**src/rtl/image_burst_ctrl.sv**
```systemverilog
`timescale 1ns/1ps
// image_burst_ctrl
//   Sequences the store_image_data sync FIFO between the pixel capture stream
//   and a burst-oriented sink (DDR write port). Accepted pixels are written
//   into the FIFO. Once BURST_LEN words are buffered, a burst is requested and
//   exactly that many words are drained. At end of frame the partial remainder
//   is flushed as a short burst, and then frame_done pulses.
//
// Ports
//   clk, tb_rst       clock (rising edge); asynchronous active-high reset
//   s_valid/s_data/s_eof/s_ready
//                     pixel input; s_eof marks the last pixel of a frame
//   fifo_wr_en/fifo_wr_data/fifo_full
//                     FIFO write side
//   fifo_rd_en/fifo_rd_data/fifo_empty
//                     FIFO read side; rd_data is valid 1 cycle after rd_en
//   m_req/m_len/m_ack burst request handshake; m_len is stable while m_req=1
//   m_valid/m_data/m_last
//                     burst data stream (the sink cannot stall)
//   frame_done        1-cycle pulse after the last word of a frame has left
//   err               sticky FIFO protocol error
module image_burst_ctrl #(
  parameter int unsigned DATA_W     = 16,
  parameter int unsigned DEPTH_W    = 10,
  parameter int unsigned BURST_LEN  = 256,
  parameter int unsigned AFULL_MARG = 4
) (
  input  logic               clk,
  input  logic               tb_rst,
  input  logic               s_valid,
  input  logic [DATA_W-1:0]  s_data,
  input  logic               s_eof,
  output logic               s_ready,
  output logic               fifo_wr_en,
  output logic [DATA_W-1:0]  fifo_wr_data,
  input  logic               fifo_full,
  output logic               fifo_rd_en,
  input  logic [DATA_W-1:0]  fifo_rd_data,
  input  logic               fifo_empty,
  output logic               m_req,
  output logic [DEPTH_W:0]   m_len,
  input  logic               m_ack,
  output logic               m_valid,
  output logic [DATA_W-1:0]  m_data,
  output logic               m_last,
  output logic               frame_done,
  output logic               err
);

  typedef logic [DEPTH_W:0] cnt_t;

  localparam int unsigned CAP       = 2 ** DEPTH_W;
  localparam cnt_t        AFULL_LVL = cnt_t'(CAP - AFULL_MARG);
  localparam cnt_t        BURST_W   = cnt_t'(BURST_LEN);
  localparam cnt_t        ONE       = cnt_t'(1);

  typedef enum logic [1:0] {IDLE, REQ, BURST, DONE} state_t;

  state_t state, state_nxt;
  cnt_t   occ;
  cnt_t   m_len_r, len_nxt;
  cnt_t   rd_cnt;
  logic   eof_pend;
  logic   last_rd;

  // Gating with tb_rst keeps s_ready (and hence fifo_wr_en) low while reset
  // is asserted, even though occ=0 and eof_pend=0 would otherwise enable it.
  assign s_ready      = ~tb_rst & ~eof_pend & ~fifo_full & (occ < AFULL_LVL);
  assign fifo_wr_en   = s_valid & s_ready;
  assign fifo_wr_data = s_data;
  assign m_len        = m_len_r;
  assign m_data       = m_valid ? fifo_rd_data : '0;

  always_comb begin
    state_nxt  = state;
    len_nxt    = m_len_r;
    fifo_rd_en = 1'b0;
    last_rd    = 1'b0;
    m_req      = 1'b0;
    frame_done = 1'b0;
    unique case (state)
      IDLE: begin
        if (occ >= BURST_W) begin
          state_nxt = REQ;
          len_nxt   = BURST_W;
        end else if (eof_pend && (occ != '0)) begin
          state_nxt = REQ;
          len_nxt   = occ;
        end else if (eof_pend) begin
          state_nxt = DONE;
        end
      end
      REQ: begin
        m_req = 1'b1;
        if (m_ack) state_nxt = BURST;
      end
      BURST: begin
        fifo_rd_en = 1'b1;
        if (rd_cnt == m_len_r - ONE) begin
          last_rd   = 1'b1;
          state_nxt = IDLE;
        end
      end
      DONE: begin
        frame_done = 1'b1;
        state_nxt  = IDLE;
      end
      default: state_nxt = IDLE;
    endcase
  end

  always_ff @(posedge clk or posedge tb_rst) begin
    if (tb_rst) begin
      state    <= IDLE;
      occ      <= '0;
      m_len_r  <= '0;
      rd_cnt   <= '0;
      eof_pend <= 1'b0;
      m_valid  <= 1'b0;
      m_last   <= 1'b0;
      err      <= 1'b0;
    end else begin
      state   <= state_nxt;
      m_len_r <= len_nxt;
      rd_cnt  <= (state == BURST) ? rd_cnt + ONE : '0;
      unique case ({fifo_wr_en, fifo_rd_en})
        2'b10:   occ <= occ + ONE;
        2'b01:   occ <= occ - ONE;
        default: occ <= occ;
      endcase
      if (frame_done)
        eof_pend <= 1'b0;
      else if (fifo_wr_en && s_eof)
        eof_pend <= 1'b1;
      m_valid <= fifo_rd_en;
      m_last  <= last_rd;
      err     <= err | (fifo_rd_en & fifo_empty) | (fifo_wr_en & fifo_full);
    end
  end

endmodule
```
**config.mk**
```make
export PLATFORM = sky130hd
export DESIGN_NAME = image_burst_ctrl
export DESIGN_NICKNAME = d
export VERILOG_FILES = /design/src/rtl/image_burst_ctrl.sv
export SDC_FILE = /design/constraint.sdc
export NUM_CORES = 1
export LEC_CHECK = 0
export CAP_MARGIN = 25
export CORE_MARGIN = 5
export CORE_UTILIZATION = 50
export DETAILED_ROUTE_END_ITERATION = 8
export PLACE_DENSITY = 0.87
export SLEW_MARGIN = 40
export SYNTH_ARGS = -nofsm -noshare
export SYNTH_HDL_FRONTEND = slang
export SYNTH_SLANG_ARGS = --single-unit
export TNS_END_PERCENT = 100
```
**constraint.sdc**
```tcl
create_clock -name clk -period 5.6 [get_ports clk]
set_clock_uncertainty 0.2 [all_clocks]
set_input_delay 1.68 -clock clk [delete_from_list [all_inputs] [get_ports clk]]
set_output_delay 1.68 -clock clk [all_outputs]
set_load 0.05 [all_outputs]
```
-- Word level (Yosys, flattened, before mapping)
Index checks and enable logic that the tools add are counted.
W data, S select, Z words.
- muxes and demuxes: 18
- add/sub/neg operators: 4
- reductions and logical operators: 9
- $lt $le $gt $ge: 2
- equality and inequality tests: 9
- bitwise logic cells: 11
- operator list (kind ; count):
    $mux W11 ; 3
    $add A11 B1 Y11 const B ; 2
    $pmux W11 S2 ; 1
    $sub A11 B1 Y11 const B ; 2
    $mux W16 ; 1
    $eq A11 B11 Y1 ; 1
    $ge A11 B9 Y1 const B ; 1
    $lt A11 B10 Y1 const B ; 1
    $reduce_bool A11 Y1 ; 1
    $mux W2 ; 5
    $pmux W2 S4 ; 1
    $mux W1 ; 7
    $and A1 B1 Y1 ; 6
    $eq A2 B2 Y1 const B ; 3
    $reduce_bool A2 Y1 ; 3
    $eq A2 B1 Y1 const B ; 2
    $ne A2 B2 Y1 const B ; 2
    $ne A4 B4 Y1 const B ; 1
    $not A1 Y1 ; 3
    $reduce_and A3 Y1 ; 1
    $logic_and A1 B1 Y1 ; 2
    $logic_not A2 Y1 ; 1
    $or A1 B1 Y1 ; 2
    $reduce_and A2 Y1 ; 1
- output and inout bits: 51
- word-level logic and storage cells: 61
- register bits: 39
- input bits: 39

-- Longest topological paths before layout
Gate-level depths: netlist (run 1).
- depth after elaboration: 8
- mapped depth: 13
- depth with buffers taken out: 13

-- Least setup slack after synthesis (run 1)
OpenSTA, ideal clock, no wires.
- path kind: input-to-reg
- start: in fifo_full
- end: reg occ[10]
- arrival time: 4911 ps
- required time: 5290 ps
- path slack: 379 ps
- setup time: 110 ps
- path buffers: 0
- cell stages on the path: 12
- path through: nor4_1 o21a_1 and2_1 inv_1 ha_1 ha_1 nor2b_1 o31a_1 o31a_1 o2111a_1 a311o_1 o41ai_1
- longest elaborated chain between the ends: 6
- elaborated cells on any way between the ends: 8
- those cells by class: 2 x eq/ne; 1 x mux; 4 x bitwise; 1 x reduce/logical
- RTL lines (element ; RTL line ; text):
    start: declaration ; 36 ; input logic fifo_full,
    $not A1 Y1 * ; 68 ; assign s_ready = ~tb_rst & ~eof_pend & ~fifo_full & (occ < AFULL_LVL);
    $and A1 B1 Y1 * (2 in series) ; 68 ;
    via s_ready ; 33 ; output logic s_ready,
    $and A1 B1 Y1 * ; 69 ; assign fifo_wr_en = s_valid & s_ready;
    via fifo_wr_en ; 34 ; output logic fifo_wr_en,
    $eq A2 B1 Y1 / $eq A2 B2 Y1 (equally long branches) ; 126 ; unique case ({fifo_wr_en, fifo_rd_en})
    $pmux W11 S2 / $reduce_bool A2 Y1 (equally long branches) ; n/a ;
    end signal: assignment ; 127 ; 2'b10: occ <= occ + ONE;
    end signal: assignment ; 128 ; 2'b01: occ <= occ - ONE;
    end: declaration ; 60 ; cnt_t occ;
The timed path passes the listed nets; every way through them passes the cells marked *.
A chain may end at the register's enable or synchronous reset.

-- Final worst setup path (run 1)
- start: in fifo_full
- end: out s_ready
- longest elaborated chain between the ends: 3
- RTL lines (element ; RTL line):
    $not A1 Y1 ; 68
    $and A1 B1 Y1 (2 in series) ; 68
    end: declaration ; 33
No other way between the ends.

==> results.json, run 1 <==
{
  "synth_nets": 353,
  "outcome": "complete, no violations",
  "routedWlPerCell_um": 15.11,
  "clockPowerShare_pct": 13.5,
  "synth_top_area_share_pct": 36.47,
  "power_frac_comb_pct": 60.3,
  "critPathLaunch": "fifo_full",
  "place_congestion": 0.8929,
  "synth_seq_cells": 39,
  "period_needed_ps": 5218,
  "nNetsFinal": 394,
  "synth-simple-area-share_pct": 22.39,
  "ctsResizeCount": 0,
  "power_frac_seq_pct": 26.2,
  "synth_edf_count": 0,
  "fin_ws_ps": 381.7,
  "io_buffers": 57,
  "clk_latency_ps": 290,
  "hold_path_class": "flop to flop",
  "crit_type": "input pin to output port",
  "hold_violations": 0,
  "wl_met2_mm": 3.070,
  "synth_mux_area_share_pct": 0,
  "dp_hpwl_mm": 4.701,
  "internal-power_uw": 933.0,
  "vias_per_cell": 5.588,
  "die_width_um": 83.16,
  "ir_worst_vdd_mv": 0.4081,
  "diodes": 0,
  "drcViolationCount": 0,
  "clockBufferDepth": 2,
  "synth.most_common_cell": "dfrtp_1",
  "dr_wl_met3_um": 352,
  "synthArstFlopShare_pct": 100.0,
  "initial_core_util_pct": 52.07,
  "synth_top_family_by_area": "simple AND/OR/NAND/NOR gates",
  "postLayoutCellArea_um2": 3307,
  "crit_required_ps": 3720,
  "grt_usage_pct": 18.20,
  "drv_cap": 0,
  "maxSlewViolCount": 0,
  "antenna_found_initial": 0,
  "power.density_nw_per_um2": 544.6,
  "max_freq_mhz": 191.6,
  "yosys.area.top_type": "dfrtp_1",
  "avgSynthCellArea_um2": 8.891,
  "die_h_um": 83.16,
  "start_kind": "input pin",
  "grt_max_degree": 40,
  "gr-total-overflow": 0,
  "wl_met1_mm": 2.687,
  "worstHoldStart": "err",
  "endpoint_kind": "output port",
  "syn_to_final_growth_pct": 23.56,
  "wl_mm": 6.240,
  "p_leak_uw": 0.001402,
  "core-area_um2": 5140,
  "synth-compound-area-share_pct": 19.21,
  "finalCritPeriodShare_pct": 93.18,
  "synthCells": 301,
  "synth_warnings": 0,
  "ys_types": 49,
  "ys_seq_area_share_pct": 36.47,
  "drive_gt1_share_pct": 3.499,
  "synthXorXnorAreaFrac_pct": 7.854,
  "clk_root_buffer_cell": "clkbuf_8",
  "crit_arrival_ps": 3340,
  "hold_buffers": 0,
  "p_sw_share_pct": 48.19,
  "nFillCells": 434,
  "synthTopCellsByArea": "dfrtp_1, ha_1, and2_1",
  "placementRows": 26,
  "post-place-ws_ps": 372.9,
  "antenna_left": 0,
  "tightest_slew_ps": 797.1,
  "clkTransAtPathRegs_ps": 80,
  "htreeDepth": 2,
  "grt_pass1_wl_mm": 10.63,
  "grt_pass1_vias": 2255,
  "cts_buffers": 5,
  "netlist_area_um2": 2676,
  "rsz0062_at_grt": "no",
  "regToRegStartpoint": "state[0]",
  "cts.sinks": 39,
  "r2r_slack_ps": 1920,
  "die_area_um2": 6916,
  "crit_fanout": 2,
  "io_pins": 90,
  "routed.top_layer": "met4",
  "postLayoutCoreUtil_pct": 64.34,
  "first_pass_iters": 4,
  "finalSetupViolations": 0,
  "drt_iter0_markers": 213,
  "ys.flop_type": "dfrtp_1",
  "slew_headroom_pct": 46.75,
  "cts_tree": "yes",
  "switchingPower_uw": 867.8,
  "fin_setup_tns_ps": 0,
  "placed_cell_area_um2": 3189,
  "synthAdderAreaFrac_pct": 6.358,
  "synth_top_cells_by_count": "dfrtp_1, nor2_1, and2_1",
  "postCtsSetupRepairBufs": 0,
  "vias": 2308
}
## worst paths after layout
| path | end | cells after the start |
|---|---|---|
| worst min-delay path | err | 1 |
| worst max-delay path | s_ready | 4 |
| worst max register to register | occ[10] | 11 |
| min in group asynchronous | eof_pend | 3 |
| max in group asynchronous | rd_cnt[7] | 3 |
| worst min register to register | err | 1 |
## kinds of logic (layout without fill, tap and decap cells)
kind of cell               Yosys count  count (layout)
xor gates and xnor gates            24              24
DFF                                 39              39
buffers and inverters               39              81
and+or+nand+nor                    111             111
AOI/OAI and AO/OA                   75              75
adders and majority gates           13              13
## metrics by stage
stage,hold slack (ps),power (µW),std cells
floorplan,261.1,1306,301
global placement,242.3,1520,405
detailed placement,249.0,1554,405
CTS,263.8,1806,413
global route,277.3,1938,413
finish,260.4,1801,413
## area by class of cell
type                       count  area (µm²)  share of cell area, %
timing repair buffer          58       575.6                  17.40
sequential                    39       975.9                  29.51
multi-input combinational    223        1494                  45.18
inverter                      15       56.30                  1.703
clock inverter                 2       35.03                  1.059
clock buffer                   6       82.58                  2.497
tap                           70       87.58                  2.649
## worst max-delay path, stage by stage
cell and delay, ps:
clkdlybuf4s50_1 400, nor4_1 270, o21a_1 180, clkdlybuf4s50_1 800
## power groups by stage
stage / Combinational, µW / Clock (µW) / Sequential (µW)
CTS: 1090 / 248 / 470
global placement: 1050 / 0 / 471
floorplan: 832 / 0 / 473
finish: 1090 / 244 / 471
detailed placement: 1080 / 0 / 475
global route: 1190 / 260 / 489
## layer usage
layer	track usage, %	up-vias
met3	4.257	12
met4	6.984	0
met1	22.78	1086
li1	-	1138
met2	30.32	72
met5	0	-
## state kept, by name, summed over array words and instances (netlist names)
register	count
eof_pend	1
err	1
m_last	1
m_len	11
m_valid	1
occ	11
rd_cnt	11
state	2
## layout by cell type (no fill, tap or decap), drive strengths merged, types with 5 or more instances in the layout
master	count
clkdlybuf4s50	56
dfrtp	39
nor2	26
and2	22
o21ai	20
inv	15
nand2	15
xnor2	14
a21oi	12
ha	12
xor2	10
a22o	10
nand3	8
clkbuf	6
or3	5
nor4	5
No activity file was read; power rests on OpenSTA's default activity.
==> run 2: changes to the inputs <==
Settings changed: CORE_UTILIZATION 50 to 45, PLACE_DENSITY 0.87 to 0.79.
==> results.json, run 2 (same netlist as run 1, synthesis figures left out) <==
{
  "cts_tree": "yes",
  "power_frac_comb_pct": 59.6,
  "core-area_um2": 5851,
  "grt_pass1_wl_mm": 10.45,
  "clkTransAtPathRegs_ps": 70,
  "rsz0062_at_grt": "no",
  "cts.sinks": 39,
  "internal-power_uw": 967.3,
  "switchingPower_uw": 864.0,
  "clockPowerShare_pct": 14.9,
  "max_freq_mhz": 194.3,
  "gr-total-overflow": 0,
  "period_needed_ps": 5148,
  "place_congestion": 0.8033,
  "crit_buf_inv": 2,
  "grt_max_degree": 40,
  "placed_cell_area_um2": 3196,
  "mostFrequentLayoutCell": "clkdlybuf4s50_1",
  "grt_pass1_vias": 2159,
  "ctsResizeCount": 0,
  "drv_cap": 0,
  "drcViolationCount": 0,
  "drive_gt1_share_pct": 3.207,
  "clockBufferDepth": 2,
  "io_pins": 90,
  "die_h_um": 87.12,
  "die_width_um": 87.12,
  "hold_depth": 1,
  "power_frac_seq_pct": 25.5,
  "cts_buffers": 5,
  "finalSetupViolations": 0,
  "hold_buffers": 0,
  "max_stage_delay_ps": 800,
  "diodes": 0,
  "layout_common_cells": "clkdlybuf4s50_1, dfrtp_1, nor2_1",
  "worst_path_most_repeated_cell": "clkdlybuf4s50_1",
  "grt_usage_pct": 17.17,
  "reg2regPathDepth": 11,
  "postLayoutCoreUtil_pct": 56.89,
  "antenna_found_initial": 0,
  "crit_required_ps": 3720,
  "crit_chain": "clkdlybuf4s50_1 -> nor4_1 -> o21a_1 -> clkdlybuf4s50_1",
  "vias_per_cell": 5.498,
  "placementRows": 28,
  "power.density_nw_per_um2": 550.2,
  "ir_worst_vdd_mv": 0.2562,
  "fin_setup_tns_ps": 0,
  "drt_iter0_markers": 114,
  "outcome": "complete, no violations",
  "clk_root_buffer_cell": "clkbuf_8",
  "cp_num_cells": 4,
  "postCtsSetupRepairBufs": 0,
  "htreeDepth": 2,
  "die_area_um2": 7590,
  "clk_latency_ps": 290,
  "crit_fanout": 2,
  "slew_headroom_pct": 50.48,
  "routedWlPerCell_um": 15.22,
  "start_kind": "input pin",
  "io_buffers": 57,
  "antenna_left": 0,
  "p_sw_share_pct": 47.18,
  "crit_path_top_delay_cell": "clkdlybuf4s50_1",
  "first_pass_iters": 4,
  "hold_violations": 0,
  "finalCritPeriodShare_pct": 91.93,
  "tightest_slew_ps": 741.3,
  "postLayoutCellArea_um2": 3328,
  "p_leak_uw": 0.001406,
  "syn_to_final_growth_pct": 24.36,
  "initial_core_util_pct": 45.74,
  "vias": 2298,
  "wl_mm": 6.363,
  "nNetsFinal": 394,
  "crit_arrival_ps": 3270,
  "hold_path_class": "flop to flop",
  "timing.critical_path.max_delay_family": "buffers and inverters",
  "endpoint_kind": "output port",
  "dp_hpwl_mm": 4.884,
  "maxSlewViolCount": 0,
  "crit_type": "input pin to output port"
}
[run 2: power groups by stage]
stage / clock network, µW / logic, µW / registers, µW
floorplan: 0 / 832 / 473
global placement: 0 / 1060 / 468
detailed placement: 0 / 1090 / 471
CTS: 278 / 1100 / 466
global route: 291 / 1210 / 484
finish: 273 / 1090 / 466
[run 2: path summary, 6_finish.rpt]
| path | startpoint | endpoint | slack, ps |
|---|---|---|---|
| setup / recovery | fifo_full | s_ready | 450 |
| hold / removal | err | err | 270 |
| setup reg to reg | state[0] | occ[10] | 1920 |
| hold reg to reg | err | err | 270 |
| max in group asynchronous | tb_rst | m_len[9] | 3220 |
| min in group asynchronous | tb_rst | occ[8] | 1640 |
[run 2: layout make-up]
cell class                      instances  area, µm²
Inverter                               15      56.30
Clock buffer                            6      72.57
Clock inverter                          2      60.06
Timing Repair Buffer                   58      575.6
Fill cell                             506       2522
Tap cell                               75      93.84
Multi-Input combinational cell        223       1494
Sequential cell                        39      975.9
[run 2: metrics by stage]
step / instances / hold WS (ps) / total power (µW) / setup slack [ps]
global route: 418 / 316.6 / 1980 / 316.8
detailed placement: 410 / 245.5 / 1565 / 433.3
global placement: 410 / 238.4 / 1527 / 452.2
floorplan: 301 / 261.1 / 1306 / 378.7
finish: 418 / 267.6 / 1831 / 452.2
CTS: 418 / 272.1 / 1841 / 431.2
[run 2: routing by layer]
| layer | global-route usage, % | part of all wire (%) | vias to the layer above |
|---|---|---|---|
| met1 | 20.31 | 41 | 1087 |
| met2 | 31.12 | 50 | 60 |
| met5 | 0 | 0 | - |
| met4 | 4.603 | 1.4 | 0 |
| li1 | - | - | 1139 |
| met3 | 3.879 | 7.3 | 12 |
[run 2: worst reg2reg max path: stages (launching register included)]
cell and delay, ps:
dfrtp_1 430, nand2b_1 360, inv_1 290, ha_1 530, inv_1 170, fa_1 430
nor2b_1 170, o31a_1 180, o31a_1 220, o211ai_1 150, and3_1 210, o41ai_1 240
==> run 3: changes to the inputs <==
Settings changed: CAP_MARGIN 25 to 20, GPL_TIMING_DRIVEN set to 0, PLACE_DENSITY 0.79 to unset, PLACE_DENSITY_LB_ADDON set to 0.08.
==> results.json, run 3 (same netlist as run 1, synthesis figures left out) <==
{
  "outcome": "complete, no violations",
  "dp_hpwl_mm": 5.363,
  "antenna_left": 0,
  "max_freq_mhz": 184.6,
  "endpoint_kind": "output port",
  "drive_gt1_share_pct": 7.311,
  "diodes": 0,
  "hold_buffers": 0,
  "fin_setup_tns_ps": 0,
  "die_width_um": 87.12,
  "io_pins": 90,
  "period_needed_ps": 5416,
  "drt_iter0_markers": 85,
  "nNetsFinal": 434,
  "crit_arrival_ps": 3540,
  "routedWlPerCell_um": 14.48,
  "layout_common_cells": "clkdlybuf4s50_1, dfrtp_1, nor2_1",
  "crit_type": "input pin to output port",
  "die_area_um2": 7590,
  "crit_fanout": 3,
  "placementRows": 28,
  "clk_latency_ps": 290,
  "placed_cell_area_um2": 3521,
  "gr-total-overflow": 0,
  "clkTransAtPathRegs_ps": 70,
  "p_leak_uw": 0.001553,
  "cts_buffers": 5,
  "clk_root_buffer_cell": "clkbuf_8",
  "hold_path_class": "flop to flop",
  "mostFrequentLayoutCell": "clkdlybuf4s50_1",
  "slew_headroom_pct": 57.70,
  "postLayoutCellArea_um2": 3642,
  "rsz0062_at_grt": "no",
  "htreeDepth": 2,
  "place_congestion": 0.8084,
  "syn_to_final_growth_pct": 36.09,
  "ir_worst_vdd_mv": 0.3111,
  "r2r_slack_ps": 1930,
  "grt_pass1_wl_mm": 10.66,
  "tightest_slew_ps": 629.6,
  "wl_mm": 6.631,
  "clockBufferDepth": 2,
  "postCtsSetupRepairBufs": 0,
  "vias": 2427,
  "cts_tree": "yes",
  "vias_per_cell": 5.299,
  "core-area_um2": 5851,
  "crit_required_ps": 3720,
  "drv_cap": 0,
  "hold_violations": 0,
  "power.density_nw_per_um2": 505.5,
  "antenna_found_initial": 0,
  "cts.sinks": 39,
  "finalCritPeriodShare_pct": 96.71,
  "grt_usage_pct": 17.57,
  "initial_core_util_pct": 45.74,
  "ctsResizeCount": 0,
  "finalSetupViolations": 0,
  "grt_max_degree": 27,
  "io_buffers": 73,
  "start_kind": "input pin",
  "die_h_um": 87.12,
  "drcViolationCount": 0,
  "maxSlewViolCount": 0,
  "grt_pass1_vias": 2227,
  "first_pass_iters": 4
}
==> run 3: cell type report <==
type                    count  area, µm²
fillers                   515       2208
multi-input cells         223       1494
flip-flops and latches     39      975.9
repair buffers             74      750.7
plain buffers              24      150.1
well taps                  75      93.84
clock buffers               6      82.58
inverters                  15      56.30
clock inverters             2      38.79
==> run 3: metal layers <==
layer	GRT usage [%]	wire length (µm)
met5	0	0
met4	5.300	97
met3	3.406	288
met2	32.09	3433
met1	20.68	2813
==> run 3: stage by stage <==
stage / hold slack [ps] / setup slack, ps / power [µW] / instances / util [%]
after floorplan: 261.1 / 378.7 / 1306 / 301 / -
after global placement: 238.8 / 174.8 / 1579 / 449 / 59.84
after detailed placement: 243.5 / 156.3 / 1609 / 450 / 60.18
after CTS: 260.2 / 150.8 / 1861 / 458 / 62.25
after global routing: 303.0 / 88.66 / 1988 / 458 / 62.25
final: 254.4 / 184.3 / 1841 / 458 / 62.25
==> run 3: worst paths after layout <==
kind / end / depth (start not counted) / from
max reg2reg: occ[10] / 13 / occ[3]
min: err / 1 / err
min in group asynchronous: occ[1] / 2 / tb_rst
max in group asynchronous: rd_cnt[6] / 3 / tb_rst
min reg2reg: err / 1 / err
max: fifo_wr_en / 5 / tb_rst
==> run 3: power breakdown <==
part           switching (µW)  leakage (µW)  total [µW]  internal (µW)
clock network             102     0.0000618         248            147
logic                     681      0.000983        1140            457
registers                99.7      0.000509         456            356
total                     882       0.00155        1840            959
==> run 3: worst max-delay path, cell delays in order <==
cell             delay [ps]
clkdlybuf4s50_1         440
nor4_1                  220
o21a_1                  190
and2_1                  180
clkdlybuf4s50_1         820
